**src/rtl/ib_mul_8x8_qs_mac.sv**
```systemverilog
// rtl/ib_mul_8x8_qs_mac.sv - operand FIFO, quarter-squares multiplier sequencer and dot-product accumulator
module ib_mul_8x8_qs_mac #(
    parameter int unsigned DEPTH = 4,
    parameter int unsigned ACC_W = 24
) (
    input  logic             i_clk,
    input  logic             i_nrst,
    input  logic             i_in_valid,
    output logic             o_in_ready,
    input  logic [7:0]       i_in_a,
    input  logic [7:0]       i_in_b,
    input  logic             i_in_last,
    output logic             o_mul_start,
    output logic [7:0]       o_mul_a,
    output logic [7:0]       o_mul_b,
    input  logic [15:0]      i_mul_c,
    input  logic             i_mul_done,
    output logic             o_out_valid,
    input  logic             i_out_ready,
    output logic [ACC_W-1:0] o_out_acc,
    output logic [8:0]       o_out_count,
    output logic             o_out_ovf
);

    localparam int unsigned AW = $clog2(DEPTH);

    typedef enum logic [1:0] {
        S_IDLE,
        S_SQ,
        S_DIFF,
        S_OUT
    } state_t;

    state_t state_q, state_d;

    logic [16:0]      mem [DEPTH];
    logic [AW:0]      wr_ptr, rd_ptr;
    logic             full, empty, push, pop;
    logic             last_q;
    logic [ACC_W-1:0] acc_q;
    logic [8:0]       cnt_q;
    logic             ovf_q;
    logic [ACC_W:0]   sum;
    logic             capture, clear;

    // Pointers carry one wrap bit so full and empty are distinguishable.
    assign empty = (wr_ptr == rd_ptr);
    assign full  = (wr_ptr[AW] != rd_ptr[AW]) && (wr_ptr[AW-1:0] == rd_ptr[AW-1:0]);
    assign push  = i_in_valid && !full;

    always_ff @(posedge i_clk) begin
        if (push) begin
            mem[wr_ptr[AW-1:0]] <= {i_in_last, i_in_a, i_in_b};
        end
    end

    always_ff @(posedge i_clk or negedge i_nrst) begin
        if (!i_nrst) begin
            wr_ptr <= '0;
            rd_ptr <= '0;
        end else begin
            if (push) begin
                wr_ptr <= wr_ptr + 1'b1;
            end
            if (pop) begin
                rd_ptr <= rd_ptr + 1'b1;
            end
        end
    end

    always_comb begin
        state_d = state_q;
        pop     = 1'b0;
        case (state_q)
            S_IDLE: begin
                if (!empty) begin
                    pop     = 1'b1;
                    state_d = S_SQ;
                end
            end
            S_SQ: state_d = S_DIFF;
            S_DIFF: begin
                if (i_mul_done) begin
                    if (last_q) begin
                        state_d = S_OUT;
                    end else if (!empty) begin
                        pop     = 1'b1;
                        state_d = S_SQ;
                    end else begin
                        state_d = S_IDLE;
                    end
                end
            end
            S_OUT: begin
                if (i_out_ready) begin
                    state_d = S_IDLE;
                end
            end
            default: state_d = S_IDLE;
        endcase
    end

    assign capture = (state_q == S_DIFF) && i_mul_done;
    assign clear   = (state_q == S_OUT) && i_out_ready;
    assign sum     = {1'b0, acc_q} + (ACC_W+1)'(i_mul_c);

    always_ff @(posedge i_clk or negedge i_nrst) begin
        if (!i_nrst) begin
            state_q <= S_IDLE;
            o_mul_a <= '0;
            o_mul_b <= '0;
            last_q  <= 1'b0;
            acc_q   <= '0;
            cnt_q   <= '0;
            ovf_q   <= 1'b0;
        end else begin
            state_q <= state_d;
            if (pop) begin
                {last_q, o_mul_a, o_mul_b} <= mem[rd_ptr[AW-1:0]];
            end
            if (capture) begin
                acc_q <= sum[ACC_W-1:0];
                ovf_q <= ovf_q | sum[ACC_W];
                if (cnt_q != 9'd511) begin
                    cnt_q <= cnt_q + 9'd1;
                end
            end else if (clear) begin
                acc_q <= '0;
                cnt_q <= '0;
                ovf_q <= 1'b0;
            end
        end
    end

    assign o_in_ready  = !full;
    assign o_mul_start = (state_q == S_SQ);
    assign o_out_valid = (state_q == S_OUT);
    assign o_out_acc   = acc_q;
    assign o_out_count = cnt_q;
    assign o_out_ovf   = ovf_q;

endmodule

```
**config.mk**
```make
export PLATFORM = sky130hd
export DESIGN_NAME = ib_mul_8x8_qs_mac
export DESIGN_NICKNAME = d
export VERILOG_FILES = /design/src/rtl/ib_mul_8x8_qs_mac.sv
export SDC_FILE = /design/constraint.sdc
export NUM_CORES = 1
export LEC_CHECK = 0
export CAP_MARGIN = 30
export CELL_PAD_IN_SITES_DETAIL_PLACEMENT = 0
export CELL_PAD_IN_SITES_GLOBAL_PLACEMENT = 1
export CORE_ASPECT_RATIO = 0.9
export CORE_UTILIZATION = 40
export CTS_CLUSTER_SIZE = 24
export DETAILED_ROUTE_END_ITERATION = 16
export PLACE_DENSITY = 0.8
export SYNTH_ARGS = -nofsm -noshare
export SYNTH_HDL_FRONTEND = slang
export SYNTH_SLANG_ARGS = --single-unit
```
**constraint.sdc**
```tcl
create_clock -name i_clk -period 2 [get_ports i_clk]
set_clock_uncertainty 0.1 [all_clocks]
set_input_delay 0.2 -clock i_clk [delete_from_list [all_inputs] [get_ports i_clk]]
set_output_delay 0.2 -clock i_clk [all_outputs]
set_load 0.005 [all_outputs]
```
==> summary.txt <==
H-tree depth: 4
Util after Layout: 59.3%
worst path cell trace: ha_4 > nor3_1 > a21boi_0 > buf_4 > a31oi_4 > a41oi_4 > buf_6 > o31ai_1
clk_lat worst skew: 0.41 ns
reg-to-reg critical path endpoint: o_out_acc[16]
first-pass iteration count of the detailed router: 4
final setup margin: -0.276 ns
most frequent cell after synthesis: edfxtp_1
main flop type after synthesis: edfxtp_1
sequential area share after synthesis: 58.8%
initial core utilization: 40.8%
crit path DAT: 2.46 ns
VDD IR max: 0.795 mV
synth unique cells: 62
largest net degree at the start of global routing: 60
CP Buf/Inv Count: 2
syn_area_per_cell: 13.9 sq um
Synth Area in XOR/XNOR: 3.51%
Crit path largest cell delay: 0.41 ns
core area: 14700 sq um
RSZ-0062 raised after global routing: true
main combinational cell family by area after synthesis: multiplexers
share of layout cells above drive strength 1: 34.4%
slowest CP cell: dfrtp_1
root buf cell: clkbuf_16
Slew @ Worst Pin: 0.620 ns
antenna viol nets, final: 0
Nets: 674
total design power: 12.7 mW
status: complete, but fails checks
total track usage: 19.4%
post-synthesis instance total: 429
sequential fraction of design power: 31.2%
CTS tree: built
Area contributors post-synth: edfxtp_1, dfrtp_1, mux4_2
num rows: 42
Post-synth EDFFs: 68
mux contribution to synthesized area: 11.2%
crit path time final: 2.28 ns
dpl ws: -0.521 ns
Synth Cell Area: 5980 sq um
Net Count, Synth: 491
TritonCTS Buffers: 17
failing checks: negative setup slack
DIE WIDTH: 131 um
Tcrit/Tclk final: 114%
Worst-path clk slew: 0.06 ns
Pint: 8.57 mW
first-pass GRT wire length: 22.6 mm
Pleak: 3.51 nW
Yosys top cell area share: 34.1%
Net Switching: 4.17 mW
Final Hold Viols: 0
post-synthesis simple-gate area fraction: 9.85%
Fmax achieved: 439 MHz
relative slew slack: 58.5%
combinational power share: 45.9%
Die ar.: 15500 sq um
routed len/inst: 17.3 um
post-synthesis compound-gate area fraction: 9.12%
setup TNS: -3.04 ns
Remaining DRCs: 0
clock share of power: 22.9%
post-synth top area cell: edfxtp_1
worst r2r src: o_out_acc[8]
Final Max Tran Viols: 0
Worst setup SP type: flop
post-synthesis register bit count: 127
switching fraction of total power: 32.7%
critical path endpoint category: flop
Final setup viols: 21
R2R Setup Slk: -0.28 ns
number of global-route vias before repair: 4547
initial antenna violation count: 0
Top Family by Delay on Critical Path: compound AO/OA/AOI/OAI gates
CTS sink cnt: 127
Detailed Place HPWL: 9.07 mm
FILL cells: 1127
Total Routed Length: 14.2 mm
WP data required: 2.18 ns
Worst Reg-to-Reg Cells: 8
HP Class: in -> async
WS Path Type: reg -> reg
max-cap violations: 0
Post-synth ARST share: 46.5%
Ports: 91
Iteration-0 DRC Markers: 187
number of diodes: 0
Commonest cells post-synth: edfxtp_1, dfrtp_1, nand2_1
Area growth syn-to-layout: 45.2%
Crit Path Max Fanout: 4
PwrDens: 1470 nW/um^2
Longest Clk Path Bufs: 2
via density per instance: 5.13
GRT overflow: 0
via count: 4218
Yosys warning count: 0
buffers added on ports: 90
Die Ht: 118 um
post-synthesis adder-cell area fraction: 5.14%
routability cong.: 0.873
## state kept, by name (all words and copies together), names as in the netlist
| register | cells |
|---|---|
| o_mul_a | 8 |
| last_q | 1 |
| o_mul_b | 8 |
| o_out_count | 9 |
| o_out_acc | 24 |
| wr_ptr | 3 |
| state_q | 2 |
| o_out_ovf | 1 |
| mem | 68 |
| rd_ptr | 3 |
## cells by family (layout without fill, tap and decap cells)
group | after synthesis | after routing
multiplexers | 43 | 43
buffers and inverters | 21 | 217
XOR/XNOR | 24 | 24
adder cells (fa/ha/maj) | 24 | 24
AND/OR/NAND/NOR | 111 | 111
flip-flops | 127 | 127
AO/OA/AOI/OAI | 79 | 79
## worst reg2reg max path, stage by stage (launching register included)
cell and delay (ns):
dfrtp_1 0.41, ha_4 0.18, nor3_1 0.31, a21boi_0 0.30, buf_4 0.18, a31oi_4 0.13, a41oi_4 0.32, buf_6 0.15
o31ai_1 0.06
## cell usage in the layout, fill, tap and decap left out, types with 12 or more instances in the layout
master            n
ha_1             13
o21ai_0          12
clkdlybuf4s50_1  87
clkbuf_16        17
mux4_2           17
nand2_1          39
buf_4            74
mux2_2           20
nor2_1           17
edfxtp_1         68
xor2_1           15
dfrtp_1          59
## stage by stage
step	instance area [sq um]	hold slack [ns]	cells
3_5_place_dp	7670	0.145	773
2_1_floorplan	6010	-0.196	429
3_3_place_gp	7660	0.142	772
5_1_grt	8690	0.272	823
4_1_cts	8440	0.241	815
6_report	8690	0.230	823
## metal layers
metal | share of wire [%] | global-route usage (%) | wire length [um]
met5 | 0 | 0 | 0
met4 | 1.1 | 5.89 | 150
met3 | 5.5 | 5.18 | 788
met2 | 52 | 33.1 | 7370
met1 | 42 | 23.8 | 5920
## power groups by stage
stage	registers, mW	logic, mW	clock network, mW
2_1_floorplan	3.96	2.92	0
4_1_cts	3.97	5.57	2.99
3_3_place_gp	3.97	5.08	0
6_report	3.98	5.84	2.92
3_5_place_dp	4.02	5.21	0
5_1_grt	4.06	6.35	3.10
## final cells by class
type / count / area [sq um] / area share, %
Clock buffer: 17 / 425 / 4.90
Clock inverter: 15 / 138 / 1.58
Inverter: 4 / 15.0 / 0.173
Multi-Input combinational cell: 281 / 2630 / 30.3
Sequential cell: 127 / 3520 / 40.5
Tap cell: 198 / 248 / 2.85
Timing Repair Buffer: 181 / 1720 / 19.8
## worst max-delay path by stage
stage	depth (start not counted)	slack (ns)	from	endpoint
after CTS	8	-0.19	o_out_acc[0]	o_out_acc[20]
after detailed placement	9	-0.52	i_mul_c[0]	o_out_acc[18]
after floorplan	8	-0.07	o_out_acc[0]	o_out_acc[22]
after global routing	8	-0.39	o_out_acc[8]	o_out_acc[16]
after global placement	9	-0.46	i_mul_c[0]	o_out_acc[22]
final	8	-0.28	o_out_acc[8]	o_out_acc[16]
## repair_timing
item,in CTS,in global routing
hold buffers,1,0
hold endpoints to repair,59,0
setup buffers,10,8
resized for setup,30,34
pin swaps,20,19
setup endpoints to repair,20,24
Note: power is estimated with default switching activity, not from simulation.
==> RTL edit 1 (same flow settings) <==
Set the parameter `ACC_W` to 36 (it was 24).
--- a/src/rtl/ib_mul_8x8_qs_mac.sv
+++ b/src/rtl/ib_mul_8x8_qs_mac.sv
@@ -1,7 +1,7 @@
 // rtl/ib_mul_8x8_qs_mac.sv - operand FIFO, quarter-squares multiplier sequencer and dot-product accumulator
 module ib_mul_8x8_qs_mac #(
     parameter int unsigned DEPTH = 4,
-    parameter int unsigned ACC_W = 24
+    parameter int unsigned ACC_W = 36
 ) (
     input  logic             i_clk,
     input  logic             i_nrst,
Ports: changed (resized o_out_acc); port bits go from 91 to 103. No check against the original RTL was run, so the function may have changed too.
==> RTL edit 1 against the original RTL <==
- the flow still finishes with violations (negative setup slack)
- maximum frequency grew 0.54%
- worst setup slack gained 0.012 ns
- sequential cell count grew 12
- critical path type unchanged
- critical path depth grew 1
- synthesized cell count grew 21%
- wire length grew 18%
- final cell count grew 17%
- clock power grew 9.9%
- area after synthesis grew 11%
- largest power group unchanged
- power grew 9.2%
- design area grew 15%
- largest cell class unchanged
==> RTL edit 1: results (changes against the original RTL) <==
Comb. pwr 0.00648 W (+11%); multiplexer area fraction after synthesis 12.13% (+0.96 points); worst reg2reg path startpoint o_out_acc[0]$_DFFE_PN0P_; Worst VDD drop 1.360 mV (+71%); Worst Setup EP o_out_acc[12]$_DFFE_PN0P_; Synth Flop Type dfrtp_1; Final WS setup -0.2642 ns (+0.01215 ns); HPWL Detailed 11410 µm (+26%); GRT Total Usage 20.47% (+1.1 points); Post-Place Cell Area 8741 µm² (+14%); first-pass GRT wire length 27390 µm (+21%); M3 GR Usage 5.190% (+0.0085 points); worst-path fanout max 3 (-1); XOR/XNOR Fraction of Synth Area 2.497% (-1.0 points); iteration-0 DRC count of the detailed router 264 (+41%); violated checks negative setup slack; Adder-Cell Fraction of Synth Area 4.618% (-0.53 points); GPL Wtd Cong 0.8496 (-2.7%); Met1 Routed Length 7179 µm (+21%); synthesized net count 579 (+18%); final setup vio count 25 (+19%); postcts setup bufs 14 (+4); Async S/R FF share, synth 51.08% (+4.6 points); Max stage delay on crit path 0.39 ns (-0.02 ns); Buffers on Ports 102 (+13%); Sw Share 33.50% (+0.75 points); most frequent cells after synthesis dfrtp_1, edfxtp_1, nand2_1; Worst Tran Pin Value 0.7430 ns (+0.1232 ns); reg2reg path depth 9 (+1); status finished with violations; M2 GR Usage 34.85% (+1.8 points); Via Count 5025 (+19%)
## RTL edit 1: changes by cell type after synthesis, sizes merged, moves of 5 or more
cell,delta
nand2,+24
a21oi,+14
mux2i,+14
dfrtp,+12
nand3,+7
a31oi,-5
## RTL edit 1: area by class of cell
type	count	area, µm²	area share (%)
clock buffer	17	425.4	4.267
sequential	139	3821	38.32
multi-input combinational	356	3217	32.26
clock inverter	15	180.2	1.807
tap	207	259.0	2.598
inverter	7	26.28	0.2635
timing repair buffer	222	2042	20.48
## RTL edit 1: per-stage QoR
stage	cells	hold WS, ns	worst slack (ns)	util [%]
6_report	963	0.1818	-0.2642	61.60
5_1_grt	963	0.2274	-0.3264	61.60
4_1_cts	958	0.1816	-0.2410	60.52
3_5_place_dp	913	0.09936	-0.6549	54.00
3_3_place_gp	912	0.09678	-0.5737	53.96
2_1_floorplan	517	-0.1956	-0.1946	-
==> RTL edit 2 (same settings) <==
Made on the original files. Put one more register stage on the output `o_out_ovf`, with the module's reset. The value now appears one clock later. The other outputs are not delayed to match.
--- a/src/rtl/ib_mul_8x8_qs_mac.sv
+++ b/src/rtl/ib_mul_8x8_qs_mac.sv
@@ -137,7 +137,13 @@
     assign o_out_valid = (state_q == S_OUT);
     assign o_out_acc   = acc_q;
     assign o_out_count = cnt_q;
-    assign o_out_ovf   = ovf_q;
+    always_ff @(posedge i_clk or negedge i_nrst) begin
+        if (!i_nrst) begin
+            o_out_ovf <= '0;
+        end else begin
+            o_out_ovf <= ovf_q;
+        end
+    end
 
 endmodule
 
Behaviour: no difference found for any inputs over 4 cycles, from zero or initial values and one cycle with i_nrst low; that may be too few to reach the edited logic, so the function may still have changed.
==> RTL edit 2 against the original RTL <==
- critical path depth stayed put
- wire length is 1.3% lower
- die area grew 0.41%
- power grew 0.42%
- sequential share of layout area is 0.18 points higher
- sequential cell count is 1 higher
- worst setup slack better by 0.043 ns
- highest routed layer unchanged
- largest power group unchanged
- design area grew 0.27%
- area after synthesis increased by 0.42%
- the flow still finishes with violations (negative setup slack)
==> RTL edit 2: results (changes against the original RTL) <==
CTS root buffer clkbuf_16; share of layout cells above drive strength 1 34.65% (+0.25 points); worst-path fanout max 5 (+1); iteration-0 DRC count of the detailed router 180 (-3.7%); Final WS setup -0.2334 ns (+0.04300 ns); fillcell total 1134 (+0.62%); synth top area cells edfxtp_1, dfrtp_1, mux4_2; Via Count 4309 (+2.2%); register area share after synthesis 58.98% (+0.17 points); final wirelength 14040 µm (-1.3%); synthesized net count 492 (+0.20%); Critical Path AT 2.42 ns (-0.04 ns); GPL Wtd Cong 0.8949 (+2.5%); Slowest-stage cell, CP a2111o_1; Critical Path Source o_out_acc[6]$_DFFE_PN0P_; violated checks negative setup slack; Slew headroom 65.92% (+7.4 points); HPWL Detailed 9199 µm (+1.4%); GRT Total Usage 18.72% (-0.70 points); RR Endpoint o_out_acc[13]$_DFFE_PN0P_; status finished with violations; initial antenna violation count 0 (unchanged); syn_area_per_cell 13.97 µm² (+0.18%); Max stage delay on crit path 0.46 ns (+0.05 ns); Pleak 3.569 nW (+1.6%); final net count 684 (+1.5%); Worst VDD drop 0.8847 mV (+11%); Async S/R FF share, synth 46.88% (+0.42 points); placed cell count 783 (+1.3%); post-route insts no fill 833 (+1.2%); largest net degree at the start of global routing 61 (+1.7%); Setup TNS Final -2.068 ns (+0.9715 ns); vias in the first global route 4508 (-0.86%); most frequent cells after synthesis edfxtp_1, dfrtp_1, nand2_1; first-pass GRT wire length 22230 µm (-1.8%); final setup vio count 15 (-29%); Worst Setup EP o_out_acc[13]$_DFFE_PN0P_
RTL edit 2: how the worst min path moves through the flow:
stage                      start                  endpoint  slack, ns  depth (start not counted)
after floorplan           i_nrst        last_q$_DFFE_PN0P_      -0.20                          0
after detailed placement  i_nrst  o_out_acc[7]$_DFFE_PN0P_       0.15                          2
final                     i_nrst  o_out_acc[7]$_DFFE_PN0P_       0.24                          3
after CTS                 i_nrst  o_out_acc[7]$_DFFE_PN0P_       0.24                          3
after global placement    i_nrst  o_out_acc[8]$_DFFE_PN0P_       0.14                          2
after global routing      i_nrst  o_out_acc[7]$_DFFE_PN0P_       0.26                          3
RTL edit 2: layer usage:
layer	share of wire, %	up-vias	global-route usage, %
li1	-	2013	-
met1	42	2167	22.02
met2	52	112	32.75
met3	4.6	17	5.405
met4	1.4	0	6.250
met5	0	-	0
RTL edit 2: cell families after synthesis:
family | share of synthesized area, %
fa+ha+maj | 5.123
xor+xnor | 3.499
flops | 58.98
compound gates | 9.080
buf+inv | 2.394
simple gates | 9.809
mux | 11.12
RTL edit 2: where the power goes:
| group | leakage, nW | switching [W] | internal (W) |
|---|---|---|---|
| sequential | 1.38 | 0.000395 | 0.00358 |
| combinational | 1.90 | 0.00253 | 0.00327 |
| clock | 0.284 | 0.00115 | 0.00187 |
| total | 3.57 | 0.00408 | 0.00872 |
RTL edit 2: timing repair:
action / CTS / global route
resized for setup: 22 / 32
hold buffers: 1 / 0
setup endpoints to repair: 17 / 21
pin swaps: 14 / 18
hold endpoints to repair: 60 / 0
buffers inserted: 11 / 6
RTL edit 2: area by class of cell:
type                       count  area (µm²)  share of cell area [%]
inverter                       4       15.01                  0.1723
timing repair buffer         190        1749                   20.07
tap                          198       247.7                   2.843
clock buffer                  19       442.9                   5.083
sequential                   128        3543                   40.67
clock inverter                13       135.1                   1.551
multi-input combinational    281        2580                   29.61
RTL edit 2: worst register-to-register path, stage by stage, from the launching register on:
cell      delay, ns
dfrtp_1        0.41
ha_4           0.24
a2111o_1       0.46
buf_6          0.16
buf_6          0.11
o21ai_4        0.15
nor2b_4        0.18
mux2i_1        0.20
nand3_1        0.10
RTL edit 2: through the flow:
| step | setup WS (ns) | instance area [µm²] |
|---|---|---|
| after global routing | -0.3196 | 8713 |
| after detailed placement | -0.5985 | 7744 |
| after CTS | -0.1676 | 8512 |
| after global placement | -0.5267 | 7732 |
| final | -0.2334 | 8713 |
| after floorplan | -0.06960 | 6035 |
